<file path="config.mk">
export PLATFORM = sky130hd
export DESIGN_NAME = trap_sequencer
export DESIGN_NICKNAME = d
export VERILOG_FILES = /design/src/rtl/trap_sequencer.sv
export SDC_FILE = /design/constraint.sdc
export NUM_CORES = 1
export LEC_CHECK = 0
export CAP_MARGIN = 20
export CORE_MARGIN = 2
export CORE_UTILIZATION = 37
export DETAILED_ROUTE_END_ITERATION = 12
export PLACE_DENSITY = 0.85
export SYNTH_ARGS = -nofsm -noshare
export SYNTH_HDL_FRONTEND = slang
export SYNTH_SLANG_ARGS = --single-unit
export TNS_END_PERCENT = 10
</file>
<file path="constraint.sdc">
create_clock -name iCLK -period 4.26 [get_ports iCLK]
set_clock_uncertainty 0.15 [all_clocks]
set_input_delay 0.426 -clock iCLK [delete_from_list [all_inputs] [get_ports iCLK]]
set_output_delay 0.426 -clock iCLK [all_outputs]
set_load 0.005 [all_outputs]
</file>
<file path="src/rtl/trap_sequencer.sv">
// Trap controller: prioritises faults, squashes the faulting instruction, then sequences
// ucause/uepc, utval and the utvec redirect. Optional trap counter under TRAP_COUNT_EN.
module trap_sequencer #(
  parameter int unsigned CAUSE_W        = 32,
  parameter logic [2:0]  TVAL_SEL_PC    = 3'b001,
  parameter logic [2:0]  TVAL_SEL_INSTR = 3'b010,
  parameter int unsigned CNT_W          = 16
) (
`ifdef TRAP_COUNT_EN
  output logic [CNT_W-1:0]   oTrapCount,
`endif
  input  logic               iCLK,
  input  logic               iRST,
  input  logic               iPcMisaligned,
  input  logic               iOutText,
  input  logic               iIllegal,
  input  logic               iEcall,
  input  logic               iMemRead,
  input  logic               iMemWrite,
  input  logic               iExceptionLoad,
  input  logic               iExceptionStore,
  input  logic               iOutData,
  input  logic               iDecCSRWrite,
  input  logic               iDecSelNumRegCSR,
  input  logic [2:0]         iDecOrigWDataCSR,
  output logic               oSquash,
  output logic               oStall,
  output logic               oCSRWrite,
  output logic               oSelNumRegCSR,
  output logic [2:0]         oOrigWDataCSR,
  output logic               oPcOrUtvec,
  output logic [CAUSE_W-1:0] oUcause,
  output logic               oCauseValid,
  output logic               oBusy
);

  typedef enum logic [1:0] {StIdle, StCause, StTval, StRedirect} trapStateT;

  trapStateT  state;
  logic [3:0] latchedCause;
  logic [2:0] latchedSel;

  logic       trapHit;
  logic [3:0] trapCause;
  logic [2:0] trapSel;

  always_comb begin
    trapHit   = 1'b1;
    trapCause = 4'd0;
    if (iPcMisaligned)                       trapCause = 4'd0;
    else if (iOutText)                       trapCause = 4'd1;
    else if (iIllegal)                       trapCause = 4'd2;
    else if (iEcall)                         trapCause = 4'd8;
    else if (iMemRead && iExceptionLoad)     trapCause = 4'd4;
    else if (iMemRead && iOutData)           trapCause = 4'd5;
    else if (iMemWrite && iExceptionStore)   trapCause = 4'd6;
    else if (iMemWrite && iOutData)          trapCause = 4'd7;
    else                                     trapHit   = 1'b0;
    trapSel = (trapCause == 4'd1 || trapCause == 4'd2) ? TVAL_SEL_INSTR : TVAL_SEL_PC;
  end

  always_ff @(posedge iCLK) begin
    if (iRST) begin
      state        <= StIdle;
      latchedCause <= 4'd0;
      latchedSel   <= 3'd0;
    end else begin
      unique case (state)
        StIdle: begin
          if (trapHit) begin
            state        <= StCause;
            latchedCause <= trapCause;
            latchedSel   <= trapSel;
          end
        end
        StCause:    state <= StTval;
        StTval:     state <= StRedirect;
        StRedirect: state <= StIdle;
        default:    state <= StIdle;
      endcase
    end
  end

  // While reset is asserted the sequence is treated as already aborted: only pass-through.
  always_comb begin
    oSquash       = 1'b0;
    oStall        = 1'b0;
    oCSRWrite     = 1'b0;
    oSelNumRegCSR = 1'b0;
    oOrigWDataCSR = 3'd0;
    oPcOrUtvec    = 1'b0;
    oUcause       = '0;
    oCauseValid   = 1'b0;
    oBusy         = 1'b0;
    if (iRST || state == StIdle) begin
      oCSRWrite     = iDecCSRWrite;
      oSelNumRegCSR = iDecSelNumRegCSR;
      oOrigWDataCSR = iDecOrigWDataCSR;
      oSquash       = trapHit && !iRST;
      oStall        = trapHit && !iRST;
    end else begin
      oBusy   = 1'b1;
      oUcause = CAUSE_W'(latchedCause);
      unique case (state)
        StCause: begin
          oSquash     = 1'b1;
          oStall      = 1'b1;
          oCauseValid = 1'b1;
        end
        StTval: begin
          oSquash       = 1'b1;
          oStall        = 1'b1;
          oCSRWrite     = 1'b1;
          oSelNumRegCSR = 1'b1;
          oOrigWDataCSR = latchedSel;
        end
        StRedirect: begin
          oSquash    = 1'b1;
          oPcOrUtvec = 1'b1;
        end
        default: ;
      endcase
    end
  end

`ifdef TRAP_COUNT_EN
  logic [CNT_W-1:0] trapCount;

  always_ff @(posedge iCLK) begin
    if (iRST) begin
      trapCount <= '0;
    end else if (state == StRedirect && trapCount != {CNT_W{1'b1}}) begin
      trapCount <= trapCount + 1'b1;
    end
  end

  assign oTrapCount = trapCount;
`endif

endmodule

</file>
==> results of run 1 <==
[state kept, by name, indices dropped and copies added, names as in the netlist]
register and cells:
latchedCause 4, state 2, latchedSel 2
[power by group]
group	total, W	switching [W]	internal, W	leakage, nW
clock network	0.0000589	0.0000266	0.0000323	0.0138
logic	0.000179	0.0000912	0.0000878	0.388
registers	0.000103	0.0000109	0.0000920	0.0659
total	0.000341	0.000129	0.000212	0.467
[cells in the mapped netlist, drive strengths merged]
cell type | instances | area [um^2]
clkbuf | 2 | 7.51
dfxtp | 8 | 160
o21ai | 7 | 38.8
nor2 | 8 | 30.0
inv | 6 | 22.5
o41ai | 1 | 16.3
a211oi | 2 | 15.0
and4 | 1 | 11.3
nor2b | 1 | 6.26
nand3b | 1 | 7.51
a31oi | 1 | 6.26
nor4 | 2 | 27.5
nand3 | 3 | 15.0
a31o | 1 | 8.76
a21o | 1 | 7.51
nor3 | 2 | 10.0
and3 | 1 | 6.26
a21oi | 5 | 28.8
nand2 | 6 | 22.5
buf | 29 | 215
nand2b | 3 | 18.8
ha | 4 | 50.1
mux2i | 1 | 10.0
o221a | 1 | 11.3
conb | 1 | 3.75
and2 | 6 | 37.5
o21a | 1 | 7.51
[kinds of logic after synthesis]
kind of cell,Yosys count,synth area share [%]
mux,1,1.25
flops,8,20.0
simple gates,34,24.0
other cells,1,0.468
compound gates,20,17.5
fa+ha+maj,4,6.24
buf+inv,37,30.6
[how the worst min path moves through the flow]
stage / depth (start not counted) / to / slack (ns)
after floorplan: 2 / latchedSel[0] / 0.28
after global placement: 2 / latchedSel[0] / 0.30
after detailed placement: 2 / latchedSel[0] / 0.31
after CTS: 2 / latchedSel[0] / 0.32
after global routing: 2 / latchedSel[0] / 0.34
final: 2 / latchedSel[0] / 0.32
[worst register-to-register path: stages, from the launching register on]
cell and delay [ns]:
dfxtp_1 0.32, inv_1 0.10, ha_1 0.38, inv_1 0.20, a31o_2 0.29, o41ai_2 0.29
[routing by layer]
| layer | share of wire, % | up-vias | GRT usage (%) |
|---|---|---|---|
| li1 | - | 354 | - |
| met3 | 10 | 0 | 2.98 |
| met4 | 0 | 0 | 5.41 |
| met1 | 41 | 307 | 14.9 |
| met2 | 49 | 43 | 21.7 |
| met5 | 0 | - | 0 |
[metrics by stage]
step	area, um^2	hold slack, ns	util, %	worst slack, ns
after floorplan	903	0.284	-	2.45
after global placement	1000	0.300	50.2	1.30
after detailed placement	1000	0.306	50.2	1.22
after CTS	1030	0.316	51.3	1.22
after global routing	1030	0.337	51.3	1.07
final	1030	0.322	51.3	1.23
[cell type report]
| type | instances | share of cell area [%] |
|---|---|---|
| inverters | 6 | 2.19 |
| clock buffers | 3 | 2.19 |
| well taps | 27 | 3.29 |
| repair buffers | 29 | 28.3 |
| flip-flops and latches | 8 | 15.6 |
| multi-input cells | 87 | 48.5 |
==> results.txt, run 1 <==
Post-route insts no fill: 160
Seq/Total Area, Yosys: 20.0%
Commonest non-fill, non-tap cell in the layout: clkdlybuf4s50_1
Max-slew violation count: 0
# fillers: 203
GR Overflow Total: 0
TNS Setup: 0 ns
TritonCTS Sinks: 8
Synth-to-Final Area Change: 28.1%
Crit Path Category: in -> out
Synth Area per Inst: 7.64 um^2
Fmax achieved: 330 MHz
CP Cell Sequence: clkdlybuf4s50_1, nor2_1, nand2_1, nand2_1, clkdlybuf4s50_1
Floorplan row count: 16
Crit share post-route: 71.1%
Status: finished, final reports clean
Final hold violations: 0
Crit path from: iRST
Library cells used by synthesis: 32
RSZ-0062 raised after global routing: no
Delay of the slowest cell on the worst path: 0.67 ns
Final HPWL DP: 1260 um
Crit path to: oSelNumRegCSR
Flop2flop setup slack: 2.44 ns
Postcts setup bufs: 0
Worst slew pin tran: 0.638 ns
Hold Buf Count CTS: 0
Routability cong.: 0.837
Num CTS Buffers: 3
Clock Tree Buf Depth: 2
Number of remaining DRC errors: 0
Share of cells above drive strength 1: 7.52%
Critical path arrival: 2.45 ns
CTS tree: done
Antenna diode count: 0
Hold Path Class: reg -> reg
Synth warn: 0
Synth Register Bits: 8
Worst-path fanout max: 15
Initial core utilization: 40.1%
Most frequent cells in the layout: clkdlybuf4s50_1 (29), conb_1 (28), nor2_1 (8), dfxtp_1 (8)
Worst-skew pair later-pin latency: 0.25 ns
Total Die Area: 0.00256 mm^2
Final Routed Wirelength: 1520 um
Final net count: 155
# port buffers: 29
Placed Instances: 157
Storage cell area: 160 um^2
Antenna violations before repair: 0
Die width: 50.6 um
Final ANT Viol Nets: 0
Number of max-cap violations: 0
First-pass GRT wire length: 2480 um
Drt pass-1 iters: 4
Worst vdd ir: 0.000131 V
CP Buf/Inv Count: 2
Nature of the critical path startpoint: input pin
PostCTS Resize Cnt: 0
Worst EP required: 3.68 ns
Leakage power figure: 0.467 nW
Multi-input gate area: 498 um^2
Number of I/O pins: 58
Clock root buffer: clkbuf_4
Worst hold start: latchedSel[0]
Worst-path clk slew: 0.06 ns
Slowest cell on crit path: clkdlybuf4s50_1
Core area: 0.00200 mm^2
Post-Syn Instances: 105
Via Count: 704
Slew HR: 57.3%
WP depth: 5
Initial drt markers: 14
Vias/cell: 4.40
Total design power: 0.000341 W
Syn Std Cell Area: 802 um^2
Worst R2R Start: state[0]
Top delay family on crit path: buffers and inverters
Worst R2R Path Depth: 5
FF-to-FF End: latchedCause[0]
Die height: 50.6 um
Vias in the first global route: 572
Final min period: 3.03 ns
Routed len/inst: 9.52 um
# setup viols final: 0
Gr usage total: 12.6%
Power Density: 332 mW/mm^2
Crit. End Element: output port
Largest net degree at the start of global routing: 16
H-tree levels: 1
Note: power is estimated with default switching activity, not from simulation.
==> inputs of run 2 (changes only) <==
--- a/config.mk
+++ b/config.mk
@@ -7,9 +7,9 @@
 export LEC_CHECK = 0
 export CAP_MARGIN = 20
 export CORE_MARGIN = 2
-export CORE_UTILIZATION = 37
+export CORE_UTILIZATION = 34
 export DETAILED_ROUTE_END_ITERATION = 12
-export PLACE_DENSITY = 0.85
+export PLACE_DENSITY = 0.79
 export SYNTH_ARGS = -nofsm -noshare
 export SYNTH_HDL_FRONTEND = slang
 export SYNTH_SLANG_ARGS = --single-unit
==> constraint.sdc (replaced) <==
create_clock -name iCLK -period 3.1 [get_ports iCLK]
set_clock_uncertainty 0.15 [all_clocks]
set_input_delay 0.31 -clock iCLK [delete_from_list [all_inputs] [get_ports iCLK]]
set_output_delay 0.31 -clock iCLK [all_outputs]
set_load 0.005 [all_outputs]
==> run 2 against run 1 <==
Power grew 41%; count of clock-buffer cells in the layout stayed put; final cell count is 1.9% higher; sequential share of layout area fell by 0.24 points; first-iteration DRC count down 50%; combinational power increased by 44%; sequential cell count unchanged.
==> results.txt, run 2 (same netlist as run 1, synthesis figures left out) <==
Critical path arrival: 2.06 ns (was 2.45 ns)
TNS Setup: 0 ns (unchanged)
Final instance area: 0.00104 mm^2 (was 0.00103 mm^2)
Number of max-cap violations: 0 (unchanged)
Initial drt markers: 7 (was 14)
Total Die Area: 0.00276 mm^2 (was 0.00256 mm^2)
Clock root buffer: clkbuf_4 (unchanged)
Total design power: 0.000480 W (was 0.000341 W)
Worst R2R Path Depth: 6 (was 5)
Final HPWL DP: 1390 um (was 1260 um)
Die height: 52.6 um (was 50.6 um)
Hold Path Class: reg -> reg (unchanged)
Antenna diode count: 0 (unchanged)
Core area: 0.00221 mm^2 (was 0.00200 mm^2)
Worst-path clk slew: 0.06 ns (about the same)
Final net count: 157 (was 155)
Vias in the first global route: 628 (was 572)
CP Cell Sequence: inv_1, ha_1, nor2_1, nand2_1, nand2_1, clkdlybuf4s50_1 (was clkdlybuf4s50_1, nor2_1, nand2_1, nand2_1, clkdlybuf4s50_1)
Power Density: 460 mW/mm^2 (was 332 mW/mm^2)
Post-layout util: 47.2% (was 51.3%)
Num CTS Buffers: 3 (unchanged)
Max FFs per register: 4 (unchanged)
Synth-to-Final Area Change: 30.1% (was 28.1%)
Slowest cell on crit path: clkdlybuf4s50_1 (unchanged)
# fillers: 230 (was 203)
Worst-skew pair later-pin latency: 0.26 ns (was 0.25 ns)
Final min period: 2.52 ns
TritonCTS Sinks: 8 (unchanged)
Worst vdd ir: 0.000261 V (was 0.000131 V)
Routability cong.: 0.848 (was 0.837)
Number of remaining DRC errors: 0 (unchanged)
Final ANT Viol Nets: 0 (unchanged)
Gr usage total: 12.1% (was 12.6%)
PostCTS Resize Cnt: 0 (unchanged)
Nature of the critical path startpoint: flop (was input pin)
Worst-path fanout max: 11 (was 15)
Status: finished, final reports clean (unchanged)
Top reg by flops: latchedCause (unchanged)
Number of I/O pins: 58 (unchanged)
Commonest non-fill, non-tap cell in the layout: clkdlybuf4s50_1 (unchanged)
# port buffers: 29 (unchanged)
H-tree levels: 1 (unchanged)
Drt pass-1 iters: 4 (unchanged)
Crit share post-route: 81.3%
GR Overflow Total: 0 (unchanged)
Most frequent cells in the layout: clkdlybuf4s50_1 (29), conb_1 (28), nor2_1 (8), dfxtp_1 (8) (unchanged)
Slew HR: 63.8% (was 57.3%)
FF-to-FF End: latchedCause[0] (unchanged)
Multi-input gate area: 498 um^2 (unchanged)
Worst R2R Start: state[0] (unchanged)
Via Count: 723 (was 704)
CP dominant cell by count: nand2_1
Crit Path Category: reg -> out (was in -> out)
Antenna violations before repair: 0 (unchanged)
Delay of the slowest cell on the worst path: 0.49 ns (was 0.67 ns)
Share of cells above drive strength 1: 8.89% (was 7.52%)
Clock Tree Buf Depth: 2 (unchanged)
Leakage power figure: 0.477 nW (was 0.467 nW)
Crit path from: state[1] (was iRST)
Storage cell area: 160 um^2 (unchanged)
Floorplan row count: 17 (was 16)
DP Area: 0.00102 mm^2 (was 0.00100 mm^2)
Final hold violations: 0 (unchanged)
Pre-CTS WS: 0.589 ns (was 1.22 ns)
Final Routed Wirelength: 1650 um (was 1520 um)
Largest net degree at the start of global routing: 15 (was 16)
RSZ-0062 raised after global routing: no (unchanged)
CTS tree: done (unchanged)
Hold Buf Count CTS: 0 (unchanged)
Worst EP required: 2.64 ns (was 3.68 ns)
Worst slew pin tran: 0.541 ns (was 0.638 ns)
Initial core utilization: 36.3% (was 40.1%)
Routed len/inst: 10.1 um (was 9.52 um)
Fmax achieved: 397 MHz
Vias/cell: 4.44 (was 4.40)
WHS Endpoint: latchedSel[0] (unchanged)
First-pass GRT wire length: 2470 um (was 2480 um)
# setup viols final: 0 (unchanged)
Max-slew violation count: 0 (unchanged)
Flop2flop setup slack: 1.45 ns (was 2.44 ns)
Postcts setup bufs: 0 (unchanged)
Die width: 52.6 um (was 50.6 um)
WHS Path Cells: 2 (unchanged)
Registers with the most flip-flops: latchedCause (4), latchedSel (2), state (2) (unchanged)
Final setup margin: 0.579 ns (was 1.23 ns)
Worst hold start: latchedSel[0] (unchanged)
Crit. End Element: output port (unchanged)
[run 2: cell types whose count changed in the layout (fill, tap and decap cells not counted)]
cell	change
buf_4	+2
[run 2: worst max-delay path by stage]
stage | to | slack [ns]
finish | oCSRWrite | 0.58
floorplan | oStall | 1.41
CTS | oOrigWDataCSR[0] | 0.49
detailed placement | oStall | 0.59
global placement | oStall | 0.61
global route | oSelNumRegCSR | 0.32
[run 2: power by group]
group / internal (W) / leakage, nW / switching [W]
combinational: 0.000127 / 0.397 / 0.000130
sequential: 0.000126 / 0.0659 / 0.0000147
clock: 0.0000444 / 0.0138 / 0.0000372
[run 2: metal layers]
layer / vias up / share of wire (%) / track usage (%)
met4: 0 / 1.3 / 6.41
met1: 329 / 36 / 12.0
met2: 37 / 53 / 23.1
met5: - / 0 / 0
li1: 353 / - / -
met3: 4 / 9.1 / 2.57
[run 2: through the flow]
| step | hold slack (ns) | cells |
|---|---|---|
| floorplan | 0.262 | 132 |
| detailed placement | 0.307 | 160 |
| global placement | 0.302 | 160 |
| CTS | 0.316 | 163 |
| global route | 0.336 | 163 |
| finish | 0.308 | 163 |
[run 2: critical path, delay by kind of cell (launching register included)]
family	cells	cell delay (ns)
adders and majority gates	1	0.19
DFF	1	0.38
and+or+nand+nor	3	0.67
buffers and inverters	2	0.57
[run 2: cell type report]
| cell class | count | share of cell area, % |
|---|---|---|
| clock buffers | 3 | 2.16 |
| repair buffers | 31 | 29.3 |
| flip-flops and latches | 8 | 15.3 |
| inverters | 6 | 2.16 |
| well taps | 28 | 3.36 |
| multi-input cells | 87 | 47.7 |
